### config.mk
export PLATFORM = sky130hd
export DESIGN_NAME = power_unit
export DESIGN_NICKNAME = d
export VERILOG_FILES = /design/src/rtl/power_unit.sv
export SDC_FILE = /design/constraint.sdc
export NUM_CORES = 1
export LEC_CHECK = 0
export BUFFER_PORTS_ARGS = -buffer_cell sky130_fd_sc_hd__clkbuf_2
export CORE_UTILIZATION = 57
export CTS_CLUSTER_SIZE = 24
export DETAILED_ROUTE_END_ITERATION = 16
export PLACE_DENSITY = 0.87
export SLEW_MARGIN = 20
export SYNTH_ARGS = -nofsm -noshare
export SYNTH_HDL_FRONTEND = slang
export SYNTH_SLANG_ARGS = --single-unit
### constraint.sdc
create_clock -name clk -period 4.7 [get_ports clk]
set_input_delay 0.705 -clock clk [delete_from_list [all_inputs] [get_ports clk]]
set_output_delay 0.705 -clock clk [all_outputs]
set_load 0.02 [all_outputs]
### src/rtl/power_unit.sv
// power_unit: sequential signed integer power, result = base**exp truncated
// to 8 bits two's complement. One multiply per cycle, with a sticky overflow
// flag that reports whether any intermediate product left the 8-bit range.
module power_unit #(
    parameter int EXP_W = 4
) (
    input  logic                    clk,
    input  logic                    rst_n,
    input  logic                    start,
    input  logic signed [7:0]       base,
    input  logic        [EXP_W-1:0] exp,
    output logic signed [7:0]       result,
    output logic                    busy,
    output logic                    done,
    output logic                    ovf
);

    typedef enum logic [1:0] {
        IDLE = 2'd0,
        CALC = 2'd1,
        DONE = 2'd2
    } state_t;

    state_t                 state_r;
    logic signed [7:0]      acc_r;
    logic signed [7:0]      base_r;
    logic [EXP_W-1:0]       cnt_r;
    logic                   ovf_r;
    logic                   busy_r;
    logic                   done_r;
    logic signed [15:0]     prod_s;
    logic                   prod_ovf_s;

    // True when a 16-bit product cannot be represented in signed 8 bits.
    // -128 is representable and therefore not an overflow.
    function automatic logic out_of_range(input logic signed [15:0] p);
        return (p < -16'sd128) || (p > 16'sd127);
    endfunction

    // Full-width signed product of the running accumulator and the latched base.
    always_comb begin
        prod_s     = {{8{acc_r[7]}}, acc_r} * {{8{base_r[7]}}, base_r};
        prod_ovf_s = out_of_range(prod_s);
    end

    // Control FSM and datapath registers; busy/done are registered alongside state.
    always_ff @(posedge clk) begin
        if (!rst_n) begin
            state_r <= IDLE;
            acc_r   <= 8'sd0;
            base_r  <= 8'sd0;
            cnt_r   <= {EXP_W{1'b0}};
            ovf_r   <= 1'b0;
            busy_r  <= 1'b0;
            done_r  <= 1'b0;
        end else begin
            case (state_r)
                IDLE: begin
                    if (start) begin
                        base_r <= base;
                        cnt_r  <= exp;
                        acc_r  <= 8'sd1;
                        ovf_r  <= 1'b0;
                        if (exp != {EXP_W{1'b0}}) begin
                            state_r <= CALC;
                            busy_r  <= 1'b1;
                            done_r  <= 1'b0;
                        end else begin
                            state_r <= DONE;
                            busy_r  <= 1'b0;
                            done_r  <= 1'b1;
                        end
                    end else begin
                        state_r <= IDLE;
                    end
                end
                CALC: begin
                    acc_r <= prod_s[7:0];
                    ovf_r <= ovf_r | prod_ovf_s;
                    cnt_r <= cnt_r - {{(EXP_W-1){1'b0}}, 1'b1};
                    // Leave on the last multiply so cnt never wraps past zero.
                    if (cnt_r == {{(EXP_W-1){1'b0}}, 1'b1}) begin
                        state_r <= DONE;
                        busy_r  <= 1'b0;
                        done_r  <= 1'b1;
                    end else begin
                        state_r <= CALC;
                    end
                end
                DONE: begin
                    state_r <= IDLE;
                    busy_r  <= 1'b0;
                    done_r  <= 1'b0;
                end
                default: begin
                    state_r <= IDLE;
                    busy_r  <= 1'b0;
                    done_r  <= 1'b0;
                end
            endcase
        end
    end

    assign result = acc_r;
    assign busy   = busy_r;
    assign done   = done_r;
    assign ovf    = ovf_r;

endmodule
* After elaboration in Yosys (flattened, before gate mapping)
Index checks and enable logic that the tools add are counted.
** Storage, ports and cells
- Register bits :: 25
- Input bits :: 15
- Output and inout bits :: 11
- Logic and storage cells :: 41
** Cells by class
- $add $sub $neg :: 1
- Multipliers :: 1
- Magnitude comparators :: 2
- Eq/ne operators :: 4
- Mux-type cells :: 18
- Bitwise gates (word level) :: 1
- Reduce and logical (&&, ||, !) cells :: 7
** Operators by type and width (number)
- 16-bit by 8-bit > comparator with 1-bit output, second input constant :: 1
- 16-bit by 8-bit less-than comparator with 1-bit output, second input constant :: 1
- 8-bit by 8-bit multiplier with 16-bit output :: 1
- 8-bit one-hot mux with 2 select lines :: 1
- 8-bit two-way mux :: 1
- 4-bit one-hot mux with 2 select lines :: 1
- 1-bit two-way mux :: 7
- 2-bit two-way mux :: 3
- 1-bit one-hot mux with 2 select lines :: 3
- 2-bit AND reduction :: 3
- 4-bit by 1-bit == test with 1-bit output, second input constant :: 1
- 4-bit two-way mux :: 1
- 2-bit != test, second input constant :: 2
- 2-bit one-hot mux with 2 select lines :: 1
- 4-bit nonzero test :: 1
- 4-bit by 1-bit subtractor with 4-bit output, second input constant :: 1
- 2-bit by 1-bit == test with 1-bit output, second input constant :: 1
- 2-bit zero test :: 1
- 2-bit nonzero test :: 1
- 1-bit logical OR :: 1
- 1-bit bitwise OR :: 1

* Logic depth before layout (Yosys ltp)
- Word-level depth :: 5
- Gate-level depth with buffers :: 19
- Gate-level depth less buffers :: 18

* Worst setup path before layout
OpenSTA, ideal clock, no wires.
- Kind :: register to register
- Start :: reg acc_r[4], in the netlist result[4]
- End :: reg ovf_r, in the netlist ovf
- Setup time :: 0.087 ns
- Data arrival time :: 4.641 ns
- Required time :: 4.613 ns
- Path slack :: -0.028 ns
- Stages on the path, launching flop included :: 17
- Buffers on the path :: 0
- Clock period less this slack :: 4.728 ns
- Cells stage by stage :: dfxtp_1 > nand2_1 > fa_1 > inv_1 > fa_1 > fa_1 > inv_1 > fa_1 > inv_1 > ha_1 > nand3_1 > nor2_1 > or4_1 > a221o_1 > xnor2_1 > and4_1 > o31ai_1
** On the way
- Longest elaborated chain between the ends :: 5
- Elaborated cells on any way between the ends :: 6
- Those cells by class :: mul: 1; order compare: 2; mux: 1; bitwise: 1; reduce/logical: 1
** Ends and longest elaborated chain
- start: declaration :: RTL line 25 : logic signed [7:0] acc_r;
- start signal: assignment :: RTL line 78 : acc_r <= prod_s[7:0];
- 8-bit by 8-bit multiplier with 16-bit output * :: RTL line 42 : prod_s = {{8{acc_r[7]}}, acc_r} * {{8{base_r[7]}}, base_r};
- 16-bit by 8-bit less-than comparator with 1-bit output or 16-bit by 8-bit > comparator with 1-bit output (tied branches) :: RTL line 37 : return (p < -16'sd128) || (p > 16'sd127);
- 1-bit logical OR * :: RTL line 37
- 1-bit bitwise OR * :: RTL line 79 : ovf_r <= ovf_r | prod_ovf_s;
- 1-bit one-hot mux with 2 select lines * :: RTL line 57 : case (state_r)
- end signal: assignment :: RTL line 79
- end: declaration :: RTL line 28 : logic ovf_r;
Every way passes the cells marked *; elsewhere a longest branch is shown, timed or not.
A chain may end at the register's enable or synchronous reset.

* Final worst setup path
- Start :: reg acc_r[7], in the netlist result[7]
- End :: reg ovf_r, in the netlist ovf
The elaborated chain is that of the path after synthesis.

==> results.cfg <==
[run_status]
status = complete, but fails checks
violations = negative setup slack

[synth]
synth_flop_cell = dfxtp_1
synth_top_area_share_pct = 29.3
mappedNetlistArea_sq_um = 3760
synth_edf_count = 0
synth.yosys.seq_area_share_pct = 13.3
synth.most_common_cell = inv_1
syn-num-nets = 540
avgSynthCellArea_sq_um = 8.56
ys_ff_latch = 25
yosys.area.top_type = fa_1
synthTopCellsByArea = fa_1 29%, dfxtp_1 13%, ha_1 10%
ys_top_cells_by_count = 89 x inv_1, 55 x fa_1, 46 x and2_1, 38 x nand2_1, 31 x ha_1
yosysUniqueCellTypes = 44
netlist_instances = 439
yosysWarningCount = 0
synthArstFlopShare_pct = 0

[worst_setup_path]
crit_path_end = ovf
endpoint_kind = flip-flop
ff2ff_setup_slack_ns = -0.02
crit_path_top_delay_cell = fa_1
critical_path_class = reg2reg
r2r-start = result[7]
ff2ff_path_depth = 17
critPathLaunch = result[7]
arrival_ns = 4.93
crit_required_ns = 4.91
reg2reg_to = ovf
cpPeakStageDelay_ns = 0.53
start_kind = flip-flop
cp_max_fo = 6
crit_top_cell = fa_1
path_cells = and2_4, fa_1, inv_1, fa_1, inv_2, fa_1, inv_1, fa_1, inv_2, ha_4, a21oi_4, nor2b_2, or4_4, a221o_1, xnor2_2, and4_1, o31ai_1

[placement]
place_area_sq_um = 4240
dp_slack_ns = -0.204
gp_congestion = 0.857
dp.cells = 569
hpwl_um = 7020
port_buffers = 25

[floorplanning]
fp.dieW_um = 83.2
start_util_pct = 59.2
fp-row-count = 29
pin_count = 26
dieArea_sq_um = 6920
core_sq_um = 6350
die_h_um = 83.2

[route]
route.detailed.drc = 0
final_antenna_net_count = 0
vias = 3218
viasPerCell = 5.53
post_drt_wl_per_cell_um = 15.8
dr.pass1.iters = 4
drt-initial-drc-count = 144
finalWirelength_um = 9170

[sta]
timing.hold.ws_ns = 0.520
layout_min_cycle_time_ns = 4.72
finClkSkew_ns = 0.00170
rsz0062_at_grt = yes
finalSetupViolations = 1
finalHoldViolations = 0
fmax_ghz = 0.212
slew_violations = 0
timing.slew.headroom_pct = 41.4
fin_ws_ns = -0.0247
worst_pin_slew_ns = 0.877
fin_setup_tns_ns = -0.0247
fin_crit_sh_pct = 101

[grt]
grt_pass1_wl_um = 15600
grt_pass1_vias = 3474
grt_remaining_overflow = 0
groute.usage.overall_pct = 28.1
antenna_found_initial = 0
grt_max_degree = 24

[finish]
finalInstanceArea_sq_um = 4570
seq_area_sq_um = 546
drive_above_1_share_pct = 24.8
fill_cells = 452
multi_input_area_sq_um = 3070
final_util_pct = 71.9
antenna_cells = 0
final_cells = 582
area_growth_pct = 21.6
nets = 607

[pwr]
peakVddDrop_mv = 0.179
p_leak_nw = 2.18
powerDensity_nw_per_um2 = 136
total_power_mw = 0.622

[cts]
clockBufferDepth = 2
cts_tree = done
clock-sinks = 25
cts_max_level = 1
holdBufCountCts = 0
cts_root_buffer = clkbuf_8
clk_pin_slew_worst_paths_ns = 0.10
cts_buffers = 3
clock_latency_ns = 0.28

[worst_hold_path]
hp-class = reg2reg

[job]
cap_violations = 0
[worst max-delay path, delay by kind of cell (launching register included)]
family,cells,cell delay (ns)
DFF,1,0.38
AOI/OAI and AO/OA,3,0.71
and+or+nand+nor,4,0.95
xor gates and xnor gates,1,0.16
buffers and inverters,4,0.20
adders and majority gates,5,2.25
[placed cells by master, fill, tap and decap left out, types with 2 or more instances in the layout]
master,netlist,layout
nor2b_1,15,13
xnor2_1,8,7
clkbuf_8,0,3
and3_1,3,3
nor2b_2,0,2
o211ai_1,2,2
a2111o_1,2,2
a221oi_1,2,2
nand3_1,14,14
buf_4,0,45
fa_1,55,52
nor3_1,6,6
inv_2,0,4
dfxtp_1,25,11
nand2b_1,10,10
dfxtp_2,0,3
inv_1,89,85
and2_4,0,6
ha_1,31,23
nand3b_1,4,4
nor2_1,18,18
dfxtp_4,0,11
ha_4,0,7
clkbuf_2,0,25
o31ai_1,2,2
a21boi_0,15,15
nand2_1,38,38
xor2_1,4,3
o21ai_1,1,3
and2_1,46,40
a21oi_1,10,8
fa_2,0,3
o21ai_0,8,6
[where the power goes]
| group | switching (mW) | total, mW | internal, mW |
|---|---|---|---|
| clock | 0.0829 | 0.145 | 0.0625 |
| combinational | 0.134 | 0.237 | 0.103 |
| sequential | 0.0158 | 0.239 | 0.223 |
| total | 0.233 | 0.622 | 0.389 |
[registers in the layout, indices dropped and copies added, names as in the netlist]
name,cells
done,1
result,8
base_r,8
cnt_r,4
busy,1
state_r,2
ovf,1
[per-layer routing]
metal	routed length [um]	global-route usage (%)
met3	424	3.98
met5	0	0
met1	3560	33.0
met4	302	11.4
met2	4890	51.5
[repair_timing]
item                       4_1_cts  5_1_grt
setup endpoints to repair        1        1
setup buffers                    7        2
pin swaps                       24       13
gates cloned                     0        0
gates resized for setup         43       18
[cells by family (layout without fill, tap and decap cells)]
kind of cell | Yosys count | in the layout | share of synthesized area, %
and+or+nand+nor | 161 | 161 | 22.7
buffers and inverters | 98 | 164 | 9.79
adders and majority gates | 86 | 86 | 39.6
AOI/OAI and AO/OA | 55 | 55 | 11.2
DFF | 25 | 25 | 13.3
xor gates and xnor gates | 12 | 12 | 2.80
muxes | 2 | 2 | 0.566
[how the worst min path moves through the flow]
stage	startpoint	to	slack, ns	cells past startpoint
final	cnt_r[3]	cnt_r[3]	0.52	2
after global routing	busy	busy	0.56	2
after CTS	state_r[0]	state_r[0]	0.52	2
after detailed placement	busy	busy	0.49	2
after global placement	busy	busy	0.45	2
after floorplan	state_r[0]	state_r[0]	0.47	2
[layout make-up]
cell class | count | share of cell area, %
Sequential cell | 25 | 11.9
Clock inverter | 1 | 0.192
Multi-Input combinational cell | 316 | 67.2
Tap cell | 77 | 2.11
Clock buffer | 3 | 0.904
Timing Repair Buffer | 71 | 10.4
Inverter | 89 | 7.31
(Power assumes the default switching activity.)
